===== src/rtl/pattern_stepper.sv =====
// Sweeps a 4-bit code through 0..F (optionally from a loaded start value) for a
// downstream combinational stage, holding each code for DWELL cycles and until it has been consumed.
module pattern_stepper #(
    parameter int unsigned DWELL = 1
) (
    input  logic       clk,
    input  logic       rst_n,
    input  logic       start,
    input  logic       stop,
    input  logic       pause,
    input  logic       loop,
    input  logic       load_en,
    input  logic [3:0] load_val,
    input  logic       code_ready,
    output logic [3:0] code,
    output logic       code_valid,
    output logic       busy,
    output logic       done,
    output logic [7:0] wrap_cnt
);

    typedef enum logic [1:0] {
        IDLE,
        RUN,
        DONE
    } state_t;

    localparam logic [7:0] RELOAD = 8'(DWELL - 1);

    state_t     state;
    logic [7:0] dwell_cnt;

    // NOTE: every register is written with <= so all updates see pre-edge values.
    always_ff @(posedge clk) begin
        if (!rst_n) begin
            state      <= IDLE;
            code       <= 4'h0;
            code_valid <= 1'b0;
            busy       <= 1'b0;
            done       <= 1'b0;
            wrap_cnt   <= 8'd0;
            dwell_cnt  <= 8'd0;
        end else if (stop) begin
            // Abort wins over start, pause and advance; the wrap count is kept for inspection.
            state      <= IDLE;
            code       <= 4'h0;
            code_valid <= 1'b0;
            busy       <= 1'b0;
            done       <= 1'b0;
            dwell_cnt  <= 8'd0;
        end else begin
            case (state)
                IDLE, DONE: begin
                    if (start) begin
                        state      <= RUN;
                        code       <= load_en ? load_val : 4'h0;
                        dwell_cnt  <= RELOAD;
                        wrap_cnt   <= 8'd0;
                        code_valid <= 1'b1;
                        busy       <= 1'b1;
                        done       <= 1'b0;
                    end
                end
                RUN: begin
                    if (!pause) begin
                        if (dwell_cnt != 8'd0) begin
                            dwell_cnt <= dwell_cnt - 8'd1;
                        end else if (code_ready) begin
                            if (code != 4'hF) begin
                                code      <= code + 4'h1;
                                dwell_cnt <= RELOAD;
                            end else if (loop) begin
                                code      <= 4'h0;
                                dwell_cnt <= RELOAD;
                                if (wrap_cnt != 8'hFF) begin
                                    wrap_cnt <= wrap_cnt + 8'd1;
                                end
                            end else begin
                                state      <= DONE;
                                code_valid <= 1'b0;
                                busy       <= 1'b0;
                                done       <= 1'b1;
                            end
                        end
                    end
                end
                default: state <= IDLE;
            endcase
        end
    end

endmodule

===== config.mk =====
export PLATFORM = sky130hd
export DESIGN_NAME = pattern_stepper
export DESIGN_NICKNAME = d
export VERILOG_FILES = /design/src/rtl/pattern_stepper.sv
export SDC_FILE = /design/constraint.sdc
export NUM_CORES = 1
export LEC_CHECK = 0
export BUFFER_PORTS_ARGS = -buffer_cell sky130_fd_sc_hd__buf_2
export CORE_ASPECT_RATIO = 1.25
export CORE_MARGIN = 2
export CORE_UTILIZATION = 43
export CTS_CLUSTER_SIZE = 8
export DETAILED_ROUTE_END_ITERATION = 8
export PLACE_DENSITY = 0.68
export SYNTH_ARGS = -nofsm -noshare
export SYNTH_HDL_FRONTEND = slang
export SYNTH_SLANG_ARGS = --single-unit

===== constraint.sdc =====
create_clock -name clk -period 3.9 [get_ports clk]
set_input_delay 0.195 -clock clk [delete_from_list [all_inputs] [get_ports clk]]
set_output_delay 0.195 -clock clk [all_outputs]
set_load 0.02 [all_outputs]

==> run_results.csv <==
group,metric,value,unit
worst_setup_path,required,4070,ps
synth,synth_cell_types,48,
synth,async_flop_share,0,
placed_design,numPortBuffers,26,
timing,fmax,0.4680,GHz
worst_setup_path,critPathBufInv,1,
floorplan,die_x,54.77,um
routing,dr.pass1.iters,4,
clocking,cts.clk_slew.worst_paths,90,ps
clocking,ctsHoldBuffers,0,
clocking,tritoncts_num_sinks,24,
run,drv_cap,0,
synth,synth_flop_cell,"dfxtp_1",
synth,syn_area,1385,um^2
synth,syn_area_per_cell,8.294,um^2
floorplan,die_area,3694,um^2
synth,synth_edf_count,0,
timing,slew_violations,0,
synth,yosys_warnings,0,
clocking,cts_tree,"built",
clocking,post_cts.repair.setup_buffers,0,
power,fin_total_pwr,0.0004714,W
routing,drc,0,
min_path,min-delay-path-class,"in2reg",
placed_design,place_hpwl,2650,um
worst_setup_path,cp-end-kind,"flop",
worst_setup_path,cp_max_fo,5,
timing,relSlewSlack,0.4931,
cells_and_area,diodes,0,
routing,drt_iter0_drc,70,
timing,period_share,0.5479,
global_route,grt_antenna_before_repair,0,
global_route,grt_pass1_wl,5775,um
synth,ys_seq_elements,24,
worst_setup_path,crit_chain,"inv_1 -> ha_1 -> or3b_2 -> o31ai_1 -> o21ai_0 -> a221oi_1",
clocking,cts.path.max_buffers,2,
timing,hold_violations,0,
cells_and_area,fin_util,0.5058,
routing,routedWlPerCell,15.74,um
timing,skew,3.905,ps
run_status,outcome,"complete, no violations",
cells_and_area,area_growth_syn_to_layout,14.54,%
power,ir_worst_vdd,0.1451,mV
floorplan,io_pins,27,
floorplan,core_area,3137,um^2
timing,layout_min_cycle_time,2137,ps
clocking,clkLatencyLatePin,270,ps
synth,netlist_instances,167,
clocking,root_buffer,"clkbuf_8",
timing,setup_viol,0,
synth,synth_top_cell_by_area,"dfxtp_1",
floorplan,chipHeight,67.46,um
clocking,ctsResizeCount,0,
timing,hold_ws,209.1,ps
timing,worst_slew_pin_slew,758.8,ps
cells_and_area,fin_nets,207,
synth,syn-num-nets,183,
worst_setup_path,start_kind,"flop",
cells_and_area,mostFrequentLayoutCells,"buf_2 (26), dfxtp_1 (24), o21ai_0 (12)",
global_route,grt_max_degree,17,
routing,wirelength,3574,um
global_route,grt_overflow,0,
power,p_leak,0.6292,nW
cells_and_area,layout_commonest_cell,"buf_2",
global_route,grt_usage,0.2098,
cells_and_area,drive_above_1_share,0.1789,
timing,fin_setup_tns,0,ps
power,p_per_area,297.2,nW/um^2
placed_design,gp_congestion,0.8626,
floorplan,initial_core_util,0.4416,
synth,synth_top_area_frac,0.3469,
timing,rsz0062_at_grt,"no",
synth,synthTopCellsByArea,"dfxtp_1 (35%), o21ai_0 (4.3%), nor3_1 (4.0%)",
clocking,htreeDepth,1,
routing,ant_nets,0,
worst_setup_path,slowest_delay,500,ps
routing,vias_per_cell,6.295,
routing,vias,1429,
clocking,cts_made_buffers,3,
worst_setup_path,crit_family,"compound AO/OA/AOI/OAI gates",
synth,synth-seq-area-share,0.3469,
global_route,grt_pass1_vias,1282,
worst_setup_path,path_class,"reg2reg",
worst_setup_path,crit_arrival,2310,ps
floorplan,row_count,23,
worst_setup_path,slowest_stage,"or3b_2",
cells by family (layout without fill, tap and decap cells):
group           Yosys count  after routing  synth area share
simple gates             68             68            0.2755
fa+ha+maj                 4              4           0.03614
buf+inv                  12             35           0.03523
compound gates           57             57            0.2909
mux                       2              2           0.01536
flops                    24             24            0.3469
worst min-delay path, cell delays in order:
cell	delay [ps]
buf_2	90
nand3_1	70
a31oi_1	80
power breakdown:
group          switching, W  internal (W)
Combinational     0.0000309     0.0000166
Clock             0.0000834     0.0000902
Sequential       0.00000308      0.000247
Total              0.000117      0.000354
final cells by class:
cell class,instances,area [um^2]
Timing Repair Buffer,26,130.1
Fill cell,290,1550
Multi-Input combinational cell,131,855.8
Sequential cell,24,480.5
Inverter,5,18.77
Clock buffer,4,55.05
Tap cell,37,46.29
flip-flops by register name (all words and copies together), names as in the netlist:
register	flops
dwell_cnt	8
busy	1
wrap_cnt	8
code	4
done	1
state	2
through the flow:
step	cells	setup slack [ps]	area [um^2]
final	227	1763	1587
after global routing	227	1478	1587
after CTS	227	1781	1587
after detailed placement	223	1795	1531
after global placement	223	1848	1531
after floorplan	167	1966	1385
worst paths after layout:
kind | start | end | slack (ps) | depth (start not counted)
min reg2reg | dwell_cnt[7] | dwell_cnt[7] | 500 | 1
max reg2reg | dwell_cnt[0] | code[2] | 1760 | 6
max | dwell_cnt[0] | code[2] | 1760 | 6
min | load_val[3] | code[3] | 210 | 3
routing by layer:
metal | GRT usage | up-vias | part of all wire
li1 | - | 708 | -
met1 | 0.2640 | 675 | 0.44
met2 | 0.3467 | 36 | 0.50
met3 | 0.02434 | 10 | 0.033
met4 | 0.1000 | 0 | 0.028
met5 | 0 | - | 0
cells in the mapped netlist (all sizes together) (2+ instances only):
library cell / number
a21o: 2
a21oi: 8
a221oi: 2
a311oi: 2
a31oi: 6
a32oi: 2
and3: 4
clkbuf: 6
dfxtp: 24
ha: 4
inv: 5
nand2: 10
nand2b: 4
nand3: 9
nand4: 3
nand4b: 2
nor2: 9
nor2b: 3
nor3: 11
nor4: 2
o211a: 2
o21a: 2
o21ai: 12
o22a: 5
o31ai: 3
or3: 4
Note: power is estimated with default switching activity, not from simulation.
